`config.mk`:
```
export PLATFORM = sky130hd
export DESIGN_NAME = instr_fetch
export DESIGN_NICKNAME = d
export VERILOG_FILES = /design/src/rtl/fetch_pkg.sv /design/src/rtl/fetch_fifo.sv /design/src/rtl/instr_fetch.sv
export SDC_FILE = /design/constraint.sdc
export NUM_CORES = 1
export LEC_CHECK = 0
export CORE_MARGIN = 5
export CORE_UTILIZATION = 55
export CTS_BUF_LIST = sky130_fd_sc_hd__clkbuf_8 sky130_fd_sc_hd__clkbuf_16
export CTS_CLUSTER_DIAMETER = 30
export DETAILED_ROUTE_END_ITERATION = 8
export HOLD_SLACK_MARGIN = 0.1
export PLACE_DENSITY = 0.95
export SYNTH_ARGS = -nofsm -noshare
export SYNTH_HDL_FRONTEND = slang
export SYNTH_SLANG_ARGS = --single-unit
export TNS_END_PERCENT = 100
```
`constraint.sdc`:
```
create_clock -name clk -period 4.21 [get_ports clk]
set_input_delay 0.421 -clock clk [delete_from_list [all_inputs] [get_ports clk]]
set_output_delay 0.421 -clock clk [all_outputs]
set_load 0.01 [all_outputs]
```
`src/rtl/fetch_pkg.sv`:
```
// Shared types and constants for the instruction fetch stage.
// Imported by the fetch top, its buffer and the bench.
package fetch_pkg;

  localparam int XLEN    = 32;
  localparam int PC_STEP = 4;

  typedef enum logic [1:0] {
    IDLE,
    REQ,
    WAIT,
    DROP
  } fetch_state_e;

  typedef struct packed {
    logic [XLEN-1:0] pc;
    logic [31:0]     instr;
  } fetch_entry_t;

endpackage

```
`src/rtl/fetch_fifo.sv`:
```
// Small circular buffer between fetch and decode.
// Head entry drives the read data directly; clr empties it in one cycle.
module fetch_fifo #(
  parameter int DEPTH = 2,
  parameter int WIDTH = 64,
  localparam int CW = $clog2(DEPTH + 1)
) (
  input  logic             clk,
  input  logic             rst_n,
  input  logic             clr,
  input  logic             push,
  input  logic             pop,
  input  logic [WIDTH-1:0] wdata,
  output logic [WIDTH-1:0] rdata,
  output logic [CW-1:0]    count,
  output logic             empty,
  output logic             full
);

  localparam int PW = (DEPTH > 1) ? $clog2(DEPTH) : 1;

  logic [WIDTH-1:0] mem_q [DEPTH];
  logic [WIDTH-1:0] mem_d [DEPTH];
  logic [PW-1:0]    rd_q, rd_d;
  logic [PW-1:0]    wr_q, wr_d;
  logic [CW-1:0]    cnt_q, cnt_d;
  logic             do_push, do_pop;

  function automatic logic [PW-1:0] inc(input logic [PW-1:0] p);
    return (p == PW'(DEPTH - 1)) ? '0 : p + PW'(1);
  endfunction

  assign empty = (cnt_q == '0);
  assign full  = (cnt_q == CW'(DEPTH));
  assign count = cnt_q;
  assign rdata = mem_q[rd_q];

  always_comb begin
    mem_d   = mem_q;
    rd_d    = rd_q;
    wr_d    = wr_q;
    cnt_d   = cnt_q;
    do_pop  = pop & !empty;
    do_push = push & (!full | do_pop);
    if (clr) begin
      rd_d  = '0;
      wr_d  = '0;
      cnt_d = '0;
    end else begin
      if (do_push) begin
        mem_d[wr_q] = wdata;
        wr_d        = inc(wr_q);
      end
      if (do_pop) rd_d = inc(rd_q);
      if (do_push & !do_pop) cnt_d = cnt_q + CW'(1);
      else if (!do_push & do_pop) cnt_d = cnt_q - CW'(1);
    end
  end

  always_ff @(posedge clk or negedge rst_n) begin
    if (!rst_n) begin
      mem_q <= '{default: '0};
      rd_q  <= '0;
      wr_q  <= '0;
      cnt_q <= '0;
    end else begin
      mem_q <= mem_d;
      rd_q  <= rd_d;
      wr_q  <= wr_d;
      cnt_q <= cnt_d;
    end
  end

endmodule

```
`src/rtl/instr_fetch.sv`:
```
// Fetch stage: PC register, one-outstanding imem handshake and
// in-order {pc, instr} delivery to decode with redirect flush.
module instr_fetch
  import fetch_pkg::*;
#(
  parameter int                   DATAWIDTH  = 32,
  parameter logic [DATAWIDTH-1:0] RESET_PC   = '0,
  parameter int                   FIFO_DEPTH = 2
) (
  input  logic                 clk,
  input  logic                 rst_n,
  output logic                 imem_req,
  output logic [DATAWIDTH-1:0] imem_addr,
  input  logic                 imem_gnt,
  input  logic                 imem_rvalid,
  input  logic [31:0]          imem_rdata,
  input  logic                 redirect_valid,
  input  logic [DATAWIDTH-1:0] redirect_pc,
  output logic                 id_valid,
  input  logic                 id_ready,
  output logic [31:0]          id_instr,
  output logic [DATAWIDTH-1:0] id_pc
);

  localparam int EW = DATAWIDTH + 32;
  localparam int CW = $clog2(FIFO_DEPTH + 1);

  fetch_state_e         state_q, state_d;
  logic [DATAWIDTH-1:0] pc_q, pc_d;
  logic                 req_q, req_d;
  logic                 gnt, push, pop, room;
  logic                 empty, full;
  logic [CW-1:0]        count;
  logic [EW-1:0]        head;
  logic [DATAWIDTH-1:0] rpc;

  assign gnt  = req_q & imem_gnt;
  assign pop  = !empty & id_ready;
  assign rpc  = redirect_pc & ~DATAWIDTH'(3);
  // A slot is still free after this push and any pop.
  assign room = (count < CW'(FIFO_DEPTH - 1)) | (pop & !full);

  always_comb begin
    state_d = state_q;
    pc_d    = pc_q;
    push    = 1'b0;
    unique case (state_q)
      IDLE: if (!full) state_d = REQ;
      REQ:  if (gnt) state_d = WAIT;
      WAIT: begin
        if (imem_rvalid) begin
          push    = 1'b1;
          pc_d    = pc_q + DATAWIDTH'(PC_STEP);
          state_d = room ? REQ : IDLE;
        end
      end
      DROP: if (imem_rvalid) state_d = REQ;
    endcase
    if (redirect_valid) begin
      push = 1'b0;
      pc_d = rpc;
      unique case (state_q)
        WAIT:    state_d = imem_rvalid ? REQ : DROP;
        REQ:     state_d = gnt ? DROP : REQ;
        DROP:    state_d = imem_rvalid ? REQ : DROP;
        default: state_d = REQ;
      endcase
    end
    req_d = (state_d == REQ);
  end

  always_ff @(posedge clk or negedge rst_n) begin
    if (!rst_n) begin
      state_q <= REQ;
      pc_q    <= RESET_PC;
      req_q   <= 1'b0;
    end else begin
      state_q <= state_d;
      pc_q    <= pc_d;
      req_q   <= req_d;
    end
  end

  fetch_fifo #(
    .DEPTH(FIFO_DEPTH),
    .WIDTH(EW)
  ) u_fifo (
    .clk  (clk),
    .rst_n(rst_n),
    .clr  (redirect_valid),
    .push (push),
    .pop  (pop),
    .wdata({pc_q, imem_rdata}),
    .rdata(head),
    .count(count),
    .empty(empty),
    .full (full)
  );

  assign imem_req  = req_q;
  assign imem_addr = pc_q;
  assign id_valid  = !empty;
  assign id_pc     = head[EW-1:32];
  assign id_instr  = head[31:0];

endmodule

```
Yosys cells after proc, flatten, opt, wreduce, memory -nomap -nowiden
Cells that the tools add are included.
{"block": "classes", "n_lt_le_gt_ge": 4, "addsub": 5, "n_reduce_logical": 15, "muxes": 31, "bitwise": 12, "eq_ne": 5}
{"op": "$mux 64", "n": 4}
{"op": "$bwmux 128", "n": 1}
{"op": "$mux 32", "n": 3}
{"op": "$demux 64 s1", "n": 1}
{"op": "$add 32x3->32 const B", "n": 1}
{"op": "$mux 2", "n": 10}
{"op": "$mux 1", "n": 10}
{"op": "$pmux 2 s4", "n": 1}
{"op": "$reduce_bool 2->1", "n": 4}
{"op": "$and 1x1->1", "n": 7}
{"op": "$eq 2x2->1 const B", "n": 3}
{"op": "$eq 2x1->1 const B", "n": 2}
{"op": "$ge 2x2->1 const B", "n": 2}
{"op": "$logic_not 1->1", "n": 4}
{"op": "$logic_not 2->1", "n": 2}
{"op": "$lt 2x1->1 const B", "n": 2}
{"op": "$not 1->2", "n": 2}
{"op": "$pmux 2 s2", "n": 1}
{"op": "$reduce_and 2->1", "n": 2}
{"op": "$reduce_bool 3->1", "n": 1}
{"op": "$add 1x1->1 const B", "n": 2}
{"op": "$add 2x1->2 const B", "n": 1}
{"op": "$or 1x1->1", "n": 2}
{"op": "$reduce_or 2->1", "n": 1}
{"op": "other kinds (3)", "n": 3}
{"block": "word_totals", "inputBits": 70, "out_inout_bits": 98, "regBits": 167}

Longest topological paths before layout
Gate-level depths: netlist (run 1).
{"block": "logic_depth", "depth_word": 11, "depth_mapped": 8, "depth_no_buf": 6}

Cells and area by module
From an unflattened synthesis (run 1), not the netlist that was laid out.
{"block": "unflattened", "hier_cells": 588, "area_unflattened_um2": 7872.6}
{"mod": "fetch_fifo", "n_inst": 1, "area_per_inst_um2": 5914.4, "cells_per_inst": 365}
{"mod": "instr_fetch", "n_inst": 1, "area_per_inst_um2": 1958.1, "cells_per_inst": 223}

Least setup slack after synthesis (run 1)
Ideal clock, no wire load.
{"block": "synth_timing", "path_type": "register -> register", "from": "register u_fifo.cnt_q[0] (netlist: u_fifo.count[0])", "to": "register u_fifo.mem_q[64] (netlist bit)", "setup_ns": 0.125, "stages_incl_launch_ff": 9, "slack_ns": 2.127, "arrival_time_ns": 1.958, "required_ns": 4.085, "cell_sequence": "dfrtp_1 inv_1 ha_1 nand2b_1 a21oi_1 nor3b_1 buf_2 buf_2 mux2_2"}
{"block": "synth_between", "elab_chain_len": 7}
{"element": "start, declared", "line": "fetch_fifo.sv:26", "source": "logic [CW-1:0] cnt_q, cnt_d;"}
{"element": "start signal, assigned", "line": "fetch_fifo.sv:70", "source": "cnt_q <= cnt_d;"}
{"element": "$logic_not 2->1", "line": "fetch_fifo.sv:33", "source": "assign empty = (cnt_q == '0);"}
{"element": "$logic_not 1->1", "line": "fetch_fifo.sv:43, instr_fetch.sv:38"}
{"element": "$and 1x1->1", "line": "instr_fetch.sv:38", "source": "assign pop = !empty & id_ready;"}
{"element": "$and 1x1->1", "line": "fetch_fifo.sv:43", "source": "do_pop = pop & !empty;"}
{"element": "$or 1x1->1 *", "line": "fetch_fifo.sv:44", "source": "do_push = push & (!full | do_pop);"}
{"element": "$and 1x1->1 *", "line": "fetch_fifo.sv:44"}
{"element": "$reduce_and 2->1 (no line) *"}
{"element": "end signal, assigned", "line": "fetch_fifo.sv:67", "source": "mem_q <= mem_d;"}
{"element": "end, declared", "line": "fetch_fifo.sv:22", "source": "logic [WIDTH-1:0] mem_q [DEPTH];"}
Mark *: on every way between the ends. The rest lies on a longest branch, timed or not.
A chain may end at the register's enable or synchronous reset.

Worst setup path after layout (run 1)
{"block": "layout_timing", "from": "register u_fifo.rd_q", "to": "output id_pc[13]"}
{"block": "layout_between", "elab_chain_len": 4}
{"element": "start, declared", "line": "fetch_fifo.sv:24", "source": "logic [PW-1:0] rd_q, rd_d;"}
{"element": "start signal, assigned", "line": "fetch_fifo.sv:68", "source": "rd_q <= rd_d;"}
{"element": "$not 1->2 (not written as such)", "line": "fetch_fifo.sv:36", "source": "assign rdata = mem_q[rd_q];"}
{"element": "$mux 64 (not written as such) (3 in a row)", "line": "fetch_fifo.sv:36"}
{"element": "end, declared", "line": "instr_fetch.sv:22", "source": "output logic [DATAWIDTH-1:0] id_pc"}
No other way between the ends. The select of a mux whose other input is x is not followed.

==> flow_summary_export.csv, run 1 <==
group,metric,value,unit
die,coreArea,13720,sq um
yosys,synth_top_area_share,52.81,%
pwr,p_leak,4.364,nW
worst_hold_path,hp-class,"flop to flop",
drt,num_vias,5471,
pwr,p_seq_share,38.7,%
yosys,ys_warn_count,0,
drt,wire_per_inst,20.45,microns
drt,drt-total-wl,19150,microns
clocking,numCtsBuffers,17,
grt,busiest_layer,"met2",
placed_design,placed_cells,903,
pwr,pwr-share-clk,29.0,%
grt,track_usage,24.32,%
final_layout,fillCellCount,904,
yosys,synth.most_common_cell,"mux2_2",
clocking,clockBufferDepth,2,
clocking,path_clk_slew,0.06,ns
worst_setup_path,cp.required,3.79,ns
yosys,syn_area_per_cell,12.83,sq um
pwr,internal_power,0.003859,W
sta,slew_viol_final,0,
sta,timing.final.hold_violations,0,
die,fp.dieArea,16230,sq um
clocking,numClockSinks,161,
clocking,cts-resized-gates,0,
pwr,swShare,28.86,%
pwr,powerDensity,547.2,nW/um^2
worst_setup_path,cp_slowest_cell,"dfrtp_2",
pwr,p_switching,0.001566,W
yosys,synth_common_cells,"mux2_2 (186), dfrtp_1 (160), nand2_1 (29), nor2_1 (25), o21ai_0 (19)",
grt,grt_pass1_wl,31290,microns
sta,skew,0.009591,ns
die,rows,43,
drt,ant_nets,0,
yosys,yosys.area.top_type,"dfrtp_1",
sta,rsz0062_at_grt,"false",
sta,slew_headroom,51.86,%
yosys,yosysSeqAreaShare,53.16,%
final_layout,drive_above_1_share,31.61,%
yosys,synth-edff-count,0,
clocking,insertion_delay,0.42,ns
sta,tightest_slew,0.7221,ns
final_layout,area.growth.synth_to_final,30.76,%
worst_setup_path,arrival,2.68,ns
yosys,yosys-top-cells-area,"dfrtp_1 (53%), mux2_2 (28%), or4_1 (1.7%), a31oi_1 (1.5%), nand2_1 (1.4%)",
grt,use_met3,5.142,%
yosys,async_flop_share,100.0,%
pwr,total_power,0.005424,W
clocking,root_buffer,"clkbuf_16",
drt,first_iter_violations,419,
clocking,post-cts-setup-buffer-count,0,
grt,gr-usage-met1,30.03,%
worst_setup_path,worst-path-max-fanout,29,
status,status,"finished, final reports clean",
sta,min_period,3.097,ns
sta,fin_crit_sh,73.56,%
worst_setup_path,slowest_delay,0.83,ns
die,io_pins,168,
placed_design,gp_congestion,0.8270,
clocking,hold_buffers,1,
run,cap_violations,0,
final_layout,multiInputGateArea,3317,sq um
sta,fin_ws,1.113,ns
worst_setup_path,worstPathCellList,"buf_4, mux2_2, clkdlybuf4s50_1",
drt,vias_per_cell,5.845,
drt,drt_pass1_iterations,5,
sta,tns,0,ns
grt,grt_max_degree,87,
yosys,synth_flop_cell,"dfrtp_1",
sta,setup_viol,0,
worst_setup_path,path_class,"flop to output port",
drt,drc,0,
pwr,pwr-share-comb,32.3,%
die,initial_utilization,55.26,%
final_layout,regArea,4031,sq um
yosys,synth_cell_types,51,
final_layout,nNetsFinal,816,
clocking,htreeDepth,4,
grt,antenna_found_initial,0,
placed_design,pre_cts_ws,1.152,ns
die,dieHeight,127.4,microns
grt,grt_pass1_vias,5985,
clocking,cts_tree,"yes",
worst_setup_path,startpoint_type,"flop",
yosys,syn_area,7581,sq um
grt,grt.overflow.total,0,
yosys,syn_inst,591,
worst_setup_path,regToRegSetupSlack,1.50,ns
final_layout,fin_cells,936,
worst_setup_path,cp-end-kind,"output port",
placed_design,portBuffers,161,
grt,use_met2,41.31,%
die,die_w,127.4,microns
placed_design,dp_hpwl,13170,microns
sta,max_freq,322.9,MHz
pwr,ir_worst_vdd,0.0003186,V
yosys,ys_seq_elements,161,
final_layout,diodes,0,
==> power by group through the flow <==
stage                     logic [W]  registers, W  clock network (W)
after floorplan            0.000941       0.00201                  0
after global placement      0.00168       0.00207                  0
after detailed placement    0.00175       0.00212                  0
after CTS                   0.00177       0.00210            0.00159
after global routing        0.00186       0.00214            0.00166
final                       0.00175       0.00210            0.00157
==> critical path: cells and delay by family, from the launching register on <==
family,cells,cell delay [ns]
buffers and inverters,2,1.00
DFF,1,0.83
muxes,1,0.41
==> logic make-up (layout without fill, tap and decap cells) <==
logic type	after synthesis	in the layout	share of synthesized area (%)
adder cells (fa/ha/maj)	3	3	0.4952
other	1	4	0.04947
AND/OR/NAND/NOR	122	122	9.061
XOR/XNOR	11	11	1.271
multiplexers	189	189	28.02
buffers and inverters	47	209	3.317
flip-flops	161	161	53.16
AO/OA/AOI/OAI	57	57	4.621
==> placed cells by master (no fill, tap or decap), types with 12 or more instances in the layout <==
cell / count
or4_1: 17
o31ai_1: 12
a31oi_1: 18
clkbuf_16: 17
o21ai_0: 19
mux2_2: 186
nor2_1: 25
dfrtp_1: 159
clkdlybuf4s50_1: 160
nand2_1: 29
==> registers in the layout, summed over array words and instances, names as in the netlist <==
| register | count |
|---|---|
| u_fifo.mem_q | 124 |
| u_fifo.wr_q | 1 |
| u_fifo.rd_q | 1 |
| imem_req | 1 |
| state_q | 2 |
| imem_addr | 30 |
| u_fifo.count | 2 |
==> layer usage <==
metal	share of wire [%]	wire length (microns)	vias up
met3	5.8	1117	36
li1	-	-	2449
met5	0	0	-
met1	40	7616	2787
met2	52	9933	199
met4	2.5	476	0
==> worst paths after layout <==
kind	to	from	depth (start not counted)
setup / recovery	id_pc[13]	u_fifo.rd_q	3
hold / removal	u_fifo.mem_q[28]	u_fifo.mem_q[28]	1
setup reg to reg	u_fifo.mem_q[11]	u_fifo.count[0]	7
hold reg to reg	u_fifo.mem_q[28]	u_fifo.mem_q[28]	1
max in group asynchronous	u_fifo.mem_q[8]	rst_n	3
min in group asynchronous	u_fifo.mem_q[9]	rst_n	2
==> stage by stage <==
step	cell area (sq um)	utilization (%)	hold WS, ns
6_report	9913	72.26	0.5014
5_1_grt	9913	72.26	0.5110
2_1_floorplan	7592	-	0.1254
4_1_cts	9913	72.26	0.5049
3_5_place_dp	9298	67.77	0.4903
3_3_place_gp	9298	67.77	0.4619
==> layout make-up <==
| class | count | area share, % |
|---|---|---|
| clock buffers | 18 | 4.430 |
| clock inverters | 14 | 1.679 |
| inverters | 7 | 0.2651 |
| multi-input cells | 386 | 33.46 |
| flip-flops and latches | 161 | 40.67 |
| well taps | 180 | 2.272 |
| repair buffers | 170 | 17.23 |
Power figures use the tool's default switching activity.
==> run 2: changes to the inputs <==
- CORE_UTILIZATION: 55 -> 46
- PLACE_DENSITY: 0.95 -> 0.88
- clock period: 4.21 -> 2.58 ns (I/O delays scaled with it)
==> run 2 against run 1 <==
Compared with the run above: wire length shrank 2.0%; worst setup slack lost 0.99 ns; flip-flop and latch count is the same; final area grew 2.1%; final cell count grew 5.7%; count of clock-buffer cells in the layout grew 2; sequential power grew 60%; non-clock buffer count grew 13; sequential share of layout area shrank 0.82 points; first-iteration DRC count shrank 13%; critical path depth is the same; via count shrank 1.1%.
==> flow_summary_export.csv, run 2 (same netlist as run 1, synthesis figures left out) <==
group,metric,value,unit
grt,track_usage,20.05,%
clocking,root_buffer,"clkbuf_16",
worst_setup_path,arrival,2.20,ns
sta,timing.final.hold_violations,0,
sta,hold_slack,0.3839,ns
final_layout,layout_commonest_cell,"mux2_2",
sta,tightest_slew,0.6458,ns
drt,wire_per_inst,18.98,microns
sta,rsz0062_at_grt,"false",
worst_setup_path,cp.required,2.32,ns
final_layout,drive_above_1_share,32.51,%
status,status,"finished, final reports clean",
die,coreArea,16350,sq um
grt,grt_max_degree,68,
die,fp.dieArea,19150,sq um
final_layout,nNetsFinal,829,
clocking,path_clk_slew,0.06,ns
drt,drc,0,
drt,vias_per_cell,5.473,
worst_setup_path,path_class,"flop to output port",
sta,setup_viol,0,
grt,grt_pass1_vias,5894,
pwr,ir_worst_vdd,0.0006321,V
grt,grt.overflow.total,0,
drt,drt-total-wl,18770,microns
clocking,cts_tree,"yes",
sta,fin_crit_sh,95.17,%
pwr,p_leak,4.440,nW
final_layout,fin_cells,989,
grt,grt_pass1_wl,31060,microns
final_layout,stdcell_area,10120,sq um
die,io_pins,168,
sta,slew_headroom,56.95,%
sta,slew_viol_final,0,
drt,ant_nets,0,
placed_design,portBuffers,161,
drt,drt_pass1_iterations,4,
clocking,clockBufferDepth,2,
placed_design,dp_hpwl,13080,microns
final_layout,area.growth.synth_to_final,33.45,%
grt,antenna_found_initial,0,
final_layout,top_register,"u_fifo.mem_q",
run,cap_violations,0,
worst_setup_path,worst-path-max-fanout,30,
die,rows,47,
final_layout,final_util,61.89,%
final_layout,fillCellCount,1313,
drt,num_vias,5413,
final_layout,largest_reg_flops,124,
placed_design,placed_cells,956,
worst_hold_path,hp-class,"primary input to async pin",
drt,first_iter_violations,365,
sta,min_period,2.455,ns
final_layout,diodes,0,
clocking,htreeDepth,4,
placed_design,gp_congestion,0.7863,
final_layout,mostFrequentLayoutCells,"mux2_2 (186), clkdlybuf4s50_1 (160), dfrtp_1 (159)",
die,die_w,138.4,microns
placed_design,dpl-instance-area,9520,sq um
pwr,powerDensity,867.8,nW/um^2
sta,max_freq,407.3,MHz
worst_setup_path,startpoint_type,"flop",
sta,tns,0,ns
worst_setup_path,cp-end-kind,"output port",
clocking,insertion_delay,0.42,ns
clocking,numClockSinks,161,
die,dieHeight,138.4,microns
die,initial_utilization,46.37,%
sta,skew,0.006408,ns
clocking,numCtsBuffers,17,
[run 2: changes by cell type in the layout (fill, tap and decap cells not counted)]
| cell | delta |
|---|---|
| buf_4 | +7 |
| buf_12 | +6 |
| clkinv_4 | -3 |
| clkbuf_8 | +2 |
| inv_1 | +2 |
| bufinv_16 | -1 |
| clkinv_2 | -1 |
| clkinvlp_4 | +1 |
[run 2: area by class of cell]
type | count | area [sq um] | area share (%)
clock buffers | 20 | 466.7 | 4.613
clock inverters | 12 | 120.1 | 1.187
inverters | 7 | 26.28 | 0.2597
multi-input cells | 386 | 3317 | 32.79
flip-flops and latches | 161 | 4031 | 39.85
well taps | 220 | 275.3 | 2.721
repair buffers | 183 | 1881 | 18.59
[run 2: worst paths after layout]
check,cells past startpoint,slack (ns),start,endpoint
setup / recovery,3,0.12,u_fifo.rd_q,id_pc[30]
hold / removal,2,0.38,rst_n,imem_addr[12]
setup reg to reg,5,0.29,imem_addr[3],imem_addr[18]
hold reg to reg,1,0.50,u_fifo.mem_q[90],u_fifo.mem_q[90]
max in group asynchronous,3,1.42,rst_n,u_fifo.mem_q[9]
min in group clk,3,0.39,redirect_pc[3],imem_addr[3]
[run 2: metal layers]
metal	GRT usage, %	wire length (microns)	vias up
li1	-	-	2482
met5	0	0	-
met4	6.968	452	0
met3	5.767	1030	29
met1	24.52	7807	2756
met2	34.12	9479	146
[run 2: worst max-delay path: stages (launching register included)]
cell and delay, ns:
dfrtp_2 0.61, buf_12 0.27, mux2_2 0.37, clkdlybuf4s50_1 0.51
[run 2: repair_timing]
item	CTS	global route
setup buffers	0	0
gates resized for setup	0	0
hold buffers	1	0
hold endpoints to repair	62	0
[run 2: per-stage QoR]
step	total power, W	setup slack, ns
final	0.008780	0.1247
after global placement	0.006248	0.06102
after global routing	0.009207	0.06182
after detailed placement	0.006341	-0.01324
after CTS	0.008862	0.1001
after floorplan	0.004812	0.4974
[run 2: power breakdown]
part | switching [W] | internal [W]
combinational | 0.00113 | 0.00180
sequential | 0.000360 | 0.00301
clock | 0.000992 | 0.00149
